===== config.mk =====
export PLATFORM = sky130hd
export DESIGN_NAME = smooth_filter_ctrl
export DESIGN_NICKNAME = d
export VERILOG_FILES = /design/src/rtl/smooth_filter_ctrl.sv
export SDC_FILE = /design/constraint.sdc
export NUM_CORES = 1
export LEC_CHECK = 0
export CAP_MARGIN = 20
export CORE_MARGIN = 3
export CORE_UTILIZATION = 39
export DETAILED_ROUTE_END_ITERATION = 12
export PLACE_DENSITY = 0.7
export SYNTH_ARGS = -nofsm -noshare
export SYNTH_HDL_FRONTEND = slang
export SYNTH_SLANG_ARGS = --single-unit

===== constraint.sdc =====
create_clock -name clk -period 2.59 [get_ports clk]
set_input_delay 0.518 -clock clk [delete_from_list [all_inputs] [get_ports clk]]
set_output_delay 0.518 -clock clk [all_outputs]
set_load 0.03 [all_outputs]

===== src/rtl/smooth_filter_ctrl.sv =====
`default_nettype none
// ============================================================================
// Module : smooth_filter_ctrl
// Brief  : Mode sequencer and output-valid tracker for the smoothing filter.
// Rev    : 1.0
// ============================================================================
module smooth_filter_ctrl #(
    parameter bit         SAFE_SWITCH = 1'b1,
    parameter logic [1:0] RESET_MODE  = 2'd0
) (
    input  logic       clk,
    input  logic       rst,
    input  logic       din_valid,
    input  logic       cfg_req,
    input  logic [1:0] cfg_mode,
    output logic       cfg_ack,
    output logic [1:0] flt_mode,
    input  logic [7:0] flt_dout,
    output logic       dout_valid,
    output logic [7:0] dout,
    output logic       busy
);

    typedef enum logic [1:0] {
        S_FILL = 2'd0,
        S_RUN  = 2'd1,
        S_PEND = 2'd2
    } state_t;

    localparam logic [2:0] C_CNT_MAX = 3'd7;

    state_t     r_state;
    state_t     w_state_nxt;
    logic [1:0] r_flt_mode;
    logic [2:0] r_cnt;
    logic [2:0] r_vpipe;
    logic       r_cfg_ack;
    logic [2:0] w_win;
    logic       w_win_ok;
    logic       w_dout_valid;
    logic       w_req;
    logic       w_new_mode;
    logic       w_apply;
    logic       w_ack_nxt;

    always_comb begin
        case (r_flt_mode)
            2'd0:    w_win = 3'd1;
            2'd1:    w_win = 3'd3;
            2'd2:    w_win = 3'd5;
            default: w_win = 3'd7;
        endcase
    end

    assign w_win_ok     = din_valid && (({1'b0, r_cnt} + 4'd1) >= {1'b0, w_win});
    assign w_dout_valid = (r_flt_mode == 2'd0) ? r_vpipe[0] : r_vpipe[2];
    // A request is ignored in the cycle its previous ack is visible
    assign w_req        = cfg_req && !r_cfg_ack;
    assign w_new_mode   = (cfg_mode != r_flt_mode);

    always_ff @(posedge clk or posedge rst) begin
        if (rst) begin
            r_state <= S_FILL;
        end else begin
            r_state <= w_state_nxt;
        end
    end

    always_comb begin
        w_state_nxt = r_state;
        w_apply     = 1'b0;
        // Same-mode requests are acknowledged without disturbing the stream
        w_ack_nxt   = w_req && !w_new_mode;
        case (r_state)
            S_FILL: begin
                if (w_req && w_new_mode) begin
                    w_apply = 1'b1;
                end else if (w_dout_valid) begin
                    w_state_nxt = S_RUN;
                end
            end
            S_RUN: begin
                if (w_req && w_new_mode) begin
                    if (SAFE_SWITCH && din_valid) begin
                        w_state_nxt = S_PEND;
                    end else begin
                        w_apply = 1'b1;
                    end
                end else if (!din_valid) begin
                    w_state_nxt = S_FILL;
                end
            end
            S_PEND: begin
                if (!cfg_req) begin
                    w_state_nxt = din_valid ? S_RUN : S_FILL;
                end else if (!din_valid) begin
                    w_apply = 1'b1;
                end
            end
            default: begin
                w_state_nxt = S_FILL;
            end
        endcase
        if (w_apply) begin
            w_state_nxt = S_FILL;
            w_ack_nxt   = 1'b1;
        end
    end

    always_ff @(posedge clk or posedge rst) begin
        if (rst) begin
            r_flt_mode <= RESET_MODE;
            r_cnt      <= 3'd0;
            r_vpipe    <= 3'd0;
            r_cfg_ack  <= 1'b0;
        end else begin
            r_cfg_ack <= w_ack_nxt;
            if (w_apply) begin
                r_flt_mode <= cfg_mode;
                r_cnt      <= 3'd0;
                r_vpipe    <= 3'd0;
            end else begin
                r_vpipe <= {r_vpipe[1:0], w_win_ok};
                if (!din_valid) begin
                    r_cnt <= 3'd0;
                end else if (r_cnt != C_CNT_MAX) begin
                    r_cnt <= r_cnt + 3'd1;
                end
            end
        end
    end

    assign cfg_ack    = r_cfg_ack;
    assign flt_mode   = r_flt_mode;
    assign dout_valid = w_dout_valid;
    assign dout       = w_dout_valid ? flt_dout : 8'd0;
    assign busy       = (r_state != S_RUN);

endmodule
`default_nettype wire


==> flow_metrics.py <==
metrics = {
    "routing": {
        "post-route-drc-count": 0,
        "wirelength_mm": 1.817,
        "dr.pass1.iters": 4,
        "vias": 743,
        "vias_per_cell": 5.307,
        "antenna_left": 0,
        "drt_iter0_markers": 30,
        "wl_per_cell_um": 12.98,
    },
    "clocking": {
        "cts_tree": "done",
        "cts_buffers": 3,
        "htree_levels": 1,
        "cts_buffer_depth": 2,
        "postCtsHoldBufs": 0,
        "worstSkewPairLatency_ns": 0.27,
        "numClockSinks": 11,
        "path_clk_slew_ns": 0.08,
        "ctsRootBufferMaster": "clkbuf_4",
    },
    "die": {
        "io_pins": 27,
        "dieArea_sq_um": 2629,
        "die_x_um": 51.28,
        "core_region_area_sq_um": 1821,
        "die_h_um": 51.28,
        "start_util_pct": 43.92,
        "row_count": 15,
    },
    "setup_path": {
        "cp.required_ns": 2.07,
        "critPathArrivalTime_ns": 1.96,
        "crit_type": "reg2out",
        "endpoint_kind": "output port",
        "worstPathMaxFanout": 11,
        "startpoint_type": "flip-flop",
    },
    "run": {
        "cap_violations": 0,
    },
    "global_route": {
        "grt_pass1_vias": 703,
        "antenna_found_initial": 0,
        "grt_pass1_wl_mm": 3.194,
        "grt_max_degree": 12,
        "overflow": 0,
        "grt_use_total_pct": 15.92,
    },
    "timing": {
        "fin_skew_ns": 0.006887,
        "setup_violations": 0,
        "hold_viol": 0,
        "relSlewSlack_pct": 71.97,
        "rsz0062_at_grt": "no",
        "period_needed_ns": 2.475,
        "post-route-period-util_pct": 95.56,
        "max_freq_mhz": 404.0,
        "timing.setup.tns_ns": 0,
        "tightest_slew_ns": 0.4199,
        "final_max_slew_viol_count": 0,
    },
    "cells_and_area": {
        "drive_gt1_share_pct": 10.43,
        "syn2layout_area_growth_pct": 41.63,
        "layout.nets": 137,
        "multi_input_area_sq_um": 490.5,
        "antenna_cells": 0,
        "post-route-util_pct": 62.20,
        "regArea_sq_um": 275.3,
        "fill_cells": 157,
    },
    "yosys": {
        "yosys.area.top_type_share_pct": 34.43,
        "synth-warning-count": 0,
        "yosys-top-cells-count": "dfrtp_1 (11), inv_1 (8), nor2b_1 (8)",
        "yosysMostFrequentCell": "dfrtp_1",
        "syn_area_sq_um": 799.5,
        "synth_area_leader_cell": "dfrtp_1",
        "synth_ff_type": "dfrtp_1",
        "yosys-top-cells-area": "dfrtp_1 (34%), ha_1 (11%), nor2b_1 (6.3%), mux2i_1 (3.8%), inv_1 (3.8%)",
        "ys_seq_area_share_pct": 34.43,
        "synth_seq_cells": 11,
        "mappedNetlistNets": 105,
        "synth_cell_type_count": 32,
        "synth_edf_count": 0,
        "syn_area_per_cell_sq_um": 9.518,
        "async_reset_ff_share_pct": 100.0,
        "netlist_instances": 84,
    },
    "pwr": {
        "p_per_area_nw_per_um2": 1096,
        "leakagePower_nw": 0.4980,
        "peakVddDrop_v": 0.0006517,
    },
    "place": {
        "post-dp-hpwl_mm": 1.499,
        "portBuffers": 26,
        "gp_congestion": 0.9105,
    },
    "run_status": {
        "outcome": "completed",
    },
    "hold_path": {
        "hold_class": "reg2reg",
    },
}
## cells in the final DEF, fill, tap and decap left out, types with 2 or more instances in the layout
master | synthesis | routed
clkdlybuf4s50_1 | 0 | 25
dfrtp_1 | 11 | 11
inv_1 | 8 | 8
nor2b_1 | 8 | 8
ha_1 | 7 | 7
nand2_1 | 5 | 5
nor2_1 | 5 | 5
xnor2_1 | 3 | 3
mux2i_1 | 3 | 3
and2_1 | 3 | 3
nand3_1 | 3 | 3
o211ai_1 | 3 | 3
clkbuf_4 | 0 | 3
nand2b_1 | 2 | 2
o21ai_1 | 2 | 2
mux2_2 | 2 | 2
a21oi_1 | 2 | 2
buf_4 | 0 | 2
## critical path, stage by stage (launching register included)
cell             delay, ns
dfrtp_1               0.45
nor2_1                0.16
mux2i_1               0.09
buf_4                 0.17
nor2b_1               0.12
clkdlybuf4s50_1       0.69
## flip-flops by register name, summed over array words and instances (netlist names)
name / flops
r_state: 2
flt_mode: 2
r_cnt: 3
cfg_ack: 1
r_vpipe: 3
## final timing paths
| check | from | cells past startpoint | end | slack, ns |
|---|---|---|---|---|
| setup reg to reg | r_state[0] | 6 | flt_mode[1] | 0.62 |
| max in group asynchronous | rst | 2 | r_vpipe[0] | 1.76 |
| min in group asynchronous | rst | 2 | r_cnt[2] | 0.53 |
| hold reg to reg | r_vpipe[1] | 1 | r_vpipe[2] | 0.46 |
| setup / recovery | flt_mode[0] | 5 | dout[5] | 0.11 |
| hold / removal | r_vpipe[1] | 1 | r_vpipe[2] | 0.46 |
## logic make-up after synthesis
group,count (synthesis),share of synthesized area [%]
AOI/OAI and AO/OA,18,19.09
xor gates and xnor gates,4,4.383
and+or+nand+nor,30,20.34
muxes,5,6.573
DFF,11,34.43
adders and majority gates,7,10.95
buffers and inverters,9,4.225
## through the flow
stage,power (mW),area [sq um],std cells,setup slack [ns],hold slack (ns)
2_1_floorplan,0.8547,799.5,84,0.6270,0.3704
3_3_place_gp,1.113,1102,136,0.1999,0.4541
5_1_grt,1.342,1132,140,0.008123,0.4910
4_1_cts,1.254,1130,140,0.09089,0.4688
6_report,1.241,1132,140,0.1149,0.4616
3_5_place_dp,1.127,1102,136,0.1749,0.4507
## per-layer routing
| layer | up-vias | share of wire (%) | global-route usage (%) |
|---|---|---|---|
| met4 | 0 | 0 | 5.240 |
| met2 | 37 | 49 | 27.04 |
| met1 | 349 | 43 | 19.53 |
| li1 | 357 | - | - |
| met3 | 0 | 8.0 | 4.082 |
| met5 | - | 0 | 0 |
## power breakdown
| group | total, mW | internal (mW) | switching [mW] |
|---|---|---|---|
| clock network | 0.121 | 0.0572 | 0.0636 |
| logic | 0.817 | 0.355 | 0.462 |
| registers | 0.304 | 0.240 | 0.0637 |
## area by class of cell
type	instances	share of cell area (%)
Clock inverter	1	0.4420
Inverter	8	2.652
Sequential cell	11	24.31
Multi-Input combinational cell	64	43.31
Timing Repair Buffer	28	24.53
Clock buffer	3	1.989
Tap cell	25	2.762
## repair_timing
item                       CTS  global route
resized for setup            0             1
buffers inserted             0             0
setup endpoints to repair    0             1
No activity file was read; power rests on OpenSTA's default activity.
